**src/rtl/otter_bp_pkg.sv**
```systemverilog
// Shared types and constants for the OTTER branch target buffer.
// The table entry layout follows the BP_* widths, and the predictor's parameters default to them.
package otter_bp_pkg;

  localparam int BP_XLEN  = 32;
  localparam int BP_TAG_W = 8;
  localparam int BP_CTR_W = 2;

  typedef enum logic {
    BP_INIT = 1'b0,
    BP_RUN  = 1'b1
  } bp_state_t;

  typedef struct packed {
    logic                valid;
    logic [BP_TAG_W-1:0] tag;
    logic [BP_CTR_W-1:0] ctr;
    logic                is_jump;
    logic [BP_XLEN-1:0]  target;
  } bp_entry_t;

  // Weakly-taken value, the first state whose MSB predicts taken.
  function automatic logic [31:0] CTR_WEAK_TAKEN(input int w);
    return 32'd1 << (w - 1);
  endfunction

  function automatic logic [31:0] CTR_MAX(input int w);
    return (32'd1 << w) - 32'd1;
  endfunction

endpackage

```
**src/rtl/bp_sat_counter.sv**
```systemverilog
// Saturating counter next-state logic: set_max wins over inc, and inc wins over dec.
// The logic is purely combinational (zero latency) and has no flow control.
module bp_sat_counter #(
  parameter int W = 2
) (
  input  logic [W-1:0] cnt,
  input  logic         inc,
  input  logic         dec,
  input  logic         set_max,
  output logic [W-1:0] cnt_next
);

  always_comb begin
    cnt_next = cnt;
    if (set_max) begin
      cnt_next = '1;
    end else if (inc) begin
      if (cnt != '1) cnt_next = cnt + W'(1);
    end else if (dec) begin
      if (cnt != '0) cnt_next = cnt - W'(1);
    end
  end

endmodule

```
**src/rtl/otter_branch_predictor.sv**
```systemverilog
// Direct-mapped BTB with per-entry direction counters. Lookup is combinational, and writes become visible the next cycle.
// The predictor never stalls EX. Updates that arrive during a clear sweep are dropped, but the perf counters still count them.
module otter_branch_predictor
  import otter_bp_pkg::*;
#(
  parameter int XLEN    = BP_XLEN,
  parameter int ENTRIES = 64,
  parameter int TAG_W   = BP_TAG_W,
  parameter int CTR_W   = BP_CTR_W
) (
  input  logic            CLK,
  input  logic            RESET_N,
  input  logic [XLEN-1:0] LKP_PC,
  output logic            PRED_HIT,
  output logic            PRED_TAKEN,
  output logic [XLEN-1:0] PRED_TARGET,
  output logic            READY,
  input  logic            UPD_VALID,
  input  logic [XLEN-1:0] UPD_PC,
  input  logic            UPD_IS_BR,
  input  logic            UPD_IS_JUMP,
  input  logic            UPD_TAKEN,
  input  logic [XLEN-1:0] UPD_TARGET,
  input  logic            UPD_MISPRED,
  input  logic            FLUSH_ALL,
  output logic [31:0]     UPD_COUNT,
  output logic [31:0]     MISS_COUNT
);

  localparam int               IDX_W   = $clog2(ENTRIES);
  localparam logic [CTR_W-1:0] CTR_WT  = CTR_W'(CTR_WEAK_TAKEN(CTR_W));
  localparam logic [CTR_W-1:0] CTR_TOP = CTR_W'(CTR_MAX(CTR_W));

  bp_state_t        state_q, state_d;
  logic [IDX_W-1:0] sweep_idx_q, sweep_idx_d;
  logic [31:0]      upd_count_q, upd_count_d;
  logic [31:0]      miss_count_q, miss_count_d;

  bp_entry_t        tbl_q [ENTRIES];
  logic             tbl_we;
  logic [IDX_W-1:0] tbl_widx;
  bp_entry_t        tbl_wdat;

  logic             ready;
  logic [IDX_W-1:0] lkp_idx, upd_idx;
  logic [TAG_W-1:0] lkp_tag, upd_tag;
  bp_entry_t        upd_ent;
  logic             upd_en, upd_hit, upd_jump, upd_taken;
  logic [CTR_W-1:0] upd_ctr_next;
  logic             unused_pc_bits;

  assign ready          = (state_q == BP_RUN);
  assign READY          = ready;
  assign lkp_idx        = LKP_PC[IDX_W+1:2];
  assign lkp_tag        = LKP_PC[IDX_W+2+TAG_W-1:IDX_W+2];
  assign upd_idx        = UPD_PC[IDX_W+1:2];
  assign upd_tag        = UPD_PC[IDX_W+2+TAG_W-1:IDX_W+2];
  assign unused_pc_bits = ^{LKP_PC, UPD_PC};

  always_comb begin
    PRED_HIT    = ready & tbl_q[lkp_idx].valid & (tbl_q[lkp_idx].tag == BP_TAG_W'(lkp_tag));
    PRED_TAKEN  = PRED_HIT & (tbl_q[lkp_idx].is_jump | tbl_q[lkp_idx].ctr[CTR_W-1]);
    PRED_TARGET = PRED_TAKEN ? XLEN'(tbl_q[lkp_idx].target) : LKP_PC + XLEN'(4);
  end

  // A jump marked as a branch as well is still handled as a jump, and a jump is always taken.
  assign upd_en    = UPD_VALID & (UPD_IS_BR | UPD_IS_JUMP);
  assign upd_jump  = UPD_IS_JUMP;
  assign upd_taken = UPD_TAKEN | UPD_IS_JUMP;
  assign upd_ent   = tbl_q[upd_idx];
  assign upd_hit   = upd_ent.valid & (upd_ent.tag == BP_TAG_W'(upd_tag));

  bp_sat_counter #(.W(CTR_W)) u_dir_ctr (
    .cnt      (CTR_W'(upd_ent.ctr)),
    .inc      (upd_taken),
    .dec      (~upd_taken),
    .set_max  (upd_jump),
    .cnt_next (upd_ctr_next)
  );

  bp_sat_counter #(.W(32)) u_upd_cnt (
    .cnt      (upd_count_q),
    .inc      (upd_en),
    .dec      (1'b0),
    .set_max  (1'b0),
    .cnt_next (upd_count_d)
  );

  bp_sat_counter #(.W(32)) u_miss_cnt (
    .cnt      (miss_count_q),
    .inc      (upd_en & UPD_MISPRED),
    .dec      (1'b0),
    .set_max  (1'b0),
    .cnt_next (miss_count_d)
  );

  // The sweep and the EX update share the single write port, and FLUSH_ALL silences both.
  always_comb begin
    state_d     = state_q;
    sweep_idx_d = sweep_idx_q;
    tbl_we      = 1'b0;
    tbl_widx    = upd_idx;
    tbl_wdat    = upd_ent;
    if (FLUSH_ALL) begin
      state_d     = BP_INIT;
      sweep_idx_d = '0;
    end else if (state_q == BP_INIT) begin
      tbl_we   = 1'b1;
      tbl_widx = sweep_idx_q;
      tbl_wdat = '0;
      if (sweep_idx_q == IDX_W'(ENTRIES - 1)) begin
        state_d = BP_RUN;
      end else begin
        sweep_idx_d = sweep_idx_q + IDX_W'(1);
      end
    end else if (upd_en) begin
      if (upd_hit) begin
        tbl_we       = 1'b1;
        tbl_wdat.ctr = BP_CTR_W'(upd_ctr_next);
        if (upd_jump) tbl_wdat.is_jump = 1'b1;
        if (upd_taken) tbl_wdat.target = BP_XLEN'(UPD_TARGET);
      end else if (upd_taken) begin
        tbl_we           = 1'b1;
        tbl_wdat.valid   = 1'b1;
        tbl_wdat.tag     = BP_TAG_W'(upd_tag);
        tbl_wdat.ctr     = BP_CTR_W'(upd_jump ? CTR_TOP : CTR_WT);
        tbl_wdat.is_jump = upd_jump;
        tbl_wdat.target  = BP_XLEN'(UPD_TARGET);
      end
    end
  end

  always_ff @(posedge CLK) begin
    if (!RESET_N) begin
      state_q      <= BP_INIT;
      sweep_idx_q  <= '0;
      upd_count_q  <= '0;
      miss_count_q <= '0;
    end else begin
      state_q      <= state_d;
      sweep_idx_q  <= sweep_idx_d;
      upd_count_q  <= upd_count_d;
      miss_count_q <= miss_count_d;
    end
  end

  // Only the valid bit needs clearing, and the sweep takes care of that after reset.
  always_ff @(posedge CLK) begin
    if (RESET_N && tbl_we) tbl_q[tbl_widx] <= tbl_wdat;
  end

  assign UPD_COUNT  = upd_count_q;
  assign MISS_COUNT = miss_count_q;

endmodule

```
**config.mk**
```make
export PLATFORM = sky130hd
export DESIGN_NAME = otter_branch_predictor
export DESIGN_NICKNAME = d
export VERILOG_FILES = /design/src/rtl/otter_bp_pkg.sv /design/src/rtl/bp_sat_counter.sv /design/src/rtl/otter_branch_predictor.sv
export SDC_FILE = /design/constraint.sdc
export NUM_CORES = 2
export LEC_CHECK = 0
export ABC_CLOCK_PERIOD_IN_PS = 10680
export CAP_MARGIN = 0
export CORE_MARGIN = 5
export CORE_UTILIZATION = 30
export DETAILED_ROUTE_END_ITERATION = 12
export DONT_BUFFER_PORTS = 1
export HOLD_SLACK_MARGIN = 0.1
export PLACE_DENSITY_LB_ADDON = 0.05
export SETUP_SLACK_MARGIN = 0.02
export SYNTH_ARGS = -nofsm -noshare
export SYNTH_HDL_FRONTEND = slang
export SYNTH_HIERARCHICAL = 1
export SYNTH_SLANG_ARGS = --single-unit
export TNS_END_PERCENT = 20
```
**constraint.sdc**
```tcl
create_clock -name CLK -period 10.68 [get_ports CLK]
set_input_delay 1.068 -clock CLK [delete_from_list [all_inputs] [get_ports CLK]]
set_output_delay 1.068 -clock CLK [all_outputs]
set_load 0.005 [all_outputs]
```
==> flow_summary.ini <==
[timing]
drv_slew = 42
setup-violations-final = 0
tns_ns = 0
skew_ns = 0.0386
rsz0062_at_grt = no
fin_crit_ns = 7.79
hold_viol_final = 0
relSlewSlack = -0.0471
finalCritPeriodShare = 0.729
fmax_ghz = 0.128
worstMarginPinSlew_ns = 1.57
setup_slack_ns = 2.89

[critical_path]
crit_fanout = 145
slowest_delay_ns = 0.81
r2r-start = tbl_q[0][42]$_DFFE_PP_
r2r_slack_ns = 4.66
crit_chain = buf_16 > buf_16 > mux4_2 > mux4_2 > mux4_2 > xor2_1 > nor3_1 > nand3_1 > nor4b_4 > buf_4 > mux2_2
worstPathArrival_ns = 6.72
required_ns = 9.61
path_class = primary input to output pin
worstRegToRegCells = 13
crit_slowest_cell = nor3_1
reg2reg_to = tbl_q[57][42]$_DFFE_PP_
crit_end = PRED_TARGET[14]
cpMostUsedCell = mux4_2
timing.critical_path.from = LKP_PC[3]
end_kind = output pin
start_kind = primary input

[placed_design]
dp_hpwl_um = 292000
placed_area_mm2 = 0.144
port_buffers = 0
pre_cts_ws_ns = 2.54
gp_congestion = 0.761

[synth]
yosysTopAreaCellShare = 0.624
yosysWarnings = 6
netlist_instances = 6510
ys_seq_elements = 2887
yosys-top-cells-count = edfxtp_1, mux4_2, clkbuf_1
synth_seq_area_share = 0.634
synth_top_family_by_area = multiplexers
synth.cell_area_mm2 = 0.136
synth_edf_count = 2816
yosys-top-cells-area = edfxtp_1, mux4_2, dfxtp_1, mux2i_1, clkbuf_1
synthSimpleGateAreaFrac = 0.0315
yosys.cell_types.count = 84
synth-compound-area-share = 0.0166
synth_area_leader_cell = edfxtp_1
synth_fa_ha_area_frac = 0.000739
synth-xor-area-share = 0.00640
synth_area_per_cell_um2 = 20.8
muxShareOfSynthArea = 0.293
async_reset_ff_frac = 0
synth.most_common_cell = edfxtp_1
ys.flop_type = edfxtp_1

[route]
drt-initial-drc-count = 7104
wire_per_inst_um = 41.1
drt-total-wl_um = 529000
routed-via-count = 73500
drt.antenna.violating_nets = 0
viasPerCell = 5.71
drc = 0
dr.pass1.iters = 6

[global_route]
grt_pass1_vias = 77100
grt_pass1_wl_um = 708000
grtUsageTotal = 0.223
grt_antenna_before_repair = 34
grt-ovfl-total = 0
grt_max_degree = 715

[clocking]
h-tree-depth = 5
tritoncts = built
cts_resized = 0
clock_latency_ns = 0.94
postCtsHoldBufs = 0
clockRootBuffer = clkbuf_16
postCtsSetupRepairBufs = 0
numCtsBuffers = 350
clk_pin_slew_ns = 0.06
clockBufferDepth = 4
cts.sinks = 2887

[die]
row_count = 246
core-area_mm2 = 0.450
die_h_um = 682
start_util = 0.301
die_width_um = 682
dieArea_mm2 = 0.465
pin_count = 203

[pwr]
p_leak_nw = 47.5
ir_drop_uv = 129
power_density_mw_per_mm2 = 172

[final_layout]
drive_gt1_frac = 0.375
syn_to_final_growth_pct = 14.4
stdcell_area_mm2 = 0.155
nets = 6728

[hold_path]
hp-class = primary input to flip-flop
hold_path.startpoint = RESET_N

[run_status]
outcome = finished with violations
violations = slew limit

[job]
maxCapViolations = 0
==> layout make-up <==
| cell class | count | area [um2] |
|---|---|---|
| fill | 41800 | 295000 |
| tap | 5952 | 7450 |
| clock inverter | 183 | 1710 |
| timing repair buffer | 241 | 2240 |
| inverter | 28 | 118 |
| multi-input combinational | 3108 | 48100 |
| antenna | 22 | 55.1 |
| sequential | 2887 | 86000 |
| clock buffer | 443 | 9390 |
==> kinds of logic (layout without fill, tap and decap cells) <==
group,count (synthesis),count (layout)
multiplexers,1864,1864
AO/OA/AOI/OAI,321,321
XOR/XNOR,99,99
other,1,32
flip-flops,2887,2887
buffers and inverters,524,895
AND/OR/NAND/NOR,806,806
adder cells (fa/ha/maj),8,8
==> flip-flops by register name, indices dropped and copies added (netlist names) <==
name         count
tbl_q         2816
MISS_COUNT      32
UPD_COUNT       32
sweep_idx_q      6
READY            1
==> metal layers <==
layer	GRT usage	share of wire
met3	0.0301	0.048
met5	0	0
met4	0.0608	0.031
met2	0.379	0.50
met1	0.302	0.43
==> per-stage QoR <==
stage               std cells  power, W  hold slack (ns)  utilization
floorplan                6519    0.0144            0.483            -
detailed placement      12200    0.0151            0.539        0.320
global route            12900    0.0276            0.278        0.345
finish                  12900    0.0267            0.371        0.345
CTS                     12800    0.0270            0.214        0.344
global placement        12200    0.0151            0.549        0.320
==> report_power, final <==
| group | switching (W) | leakage [nW] | internal (W) | total, W |
|---|---|---|---|---|
| combinational | 0.00125 | 15.7 | 0.000883 | 0.00213 |
| sequential | 0.0000657 | 26.3 | 0.0127 | 0.0127 |
| clock | 0.00490 | 5.45 | 0.00696 | 0.0119 |
==> worst min-delay path by stage <==
| stage | to | slack (ns) | depth (start not counted) |
|---|---|---|---|
| 3_3_place_gp | sweep_idx_q[5]$_SDFFE_PP0P_ | 0.55 | 2 |
| 6_report | UPD_COUNT[21]$_SDFF_PN0_ | 0.37 | 1 |
| 3_5_place_dp | sweep_idx_q[5]$_SDFFE_PP0P_ | 0.54 | 2 |
| 5_1_grt | UPD_COUNT[22]$_SDFF_PN0_ | 0.28 | 1 |
| 2_1_floorplan | sweep_idx_q[5]$_SDFFE_PP0P_ | 0.48 | 2 |
| 4_1_cts | UPD_COUNT[5]$_SDFF_PN0_ | 0.21 | 1 |
==> layout by cell type (no fill, tap or decap), drive strengths merged, types with 21 or more instances in the layout <==
| cell | n |
|---|---|
| edfxtp | 2816 |
| mux4 | 1680 |
| clkbuf | 443 |
| buf | 241 |
| nand2 | 240 |
| mux2i | 142 |
| clkinv | 138 |
| nor3 | 125 |
| nor2 | 94 |
| a21oi | 86 |
| and2 | 74 |
| dfxtp | 71 |
| nand3 | 66 |
| a22oi | 52 |
| xor2 | 50 |
| xnor2 | 49 |
| nand4 | 43 |
| mux2 | 42 |
| and3 | 38 |
| inv | 37 |
| bufinv | 32 |
| a32oi | 30 |
| o21ai | 28 |
| nor2b | 24 |
| diode | 22 |
| a211oi | 22 |
| a31oi | 21 |
==> worst max-delay path, delay by kind of cell <==
family | cells | cell delay, ns
XOR/XNOR | 1 | 0.18
buffers and inverters | 3 | 1.61
multiplexers | 4 | 2.01
AND/OR/NAND/NOR | 3 | 1.31
Power figures use the tool's default switching activity.
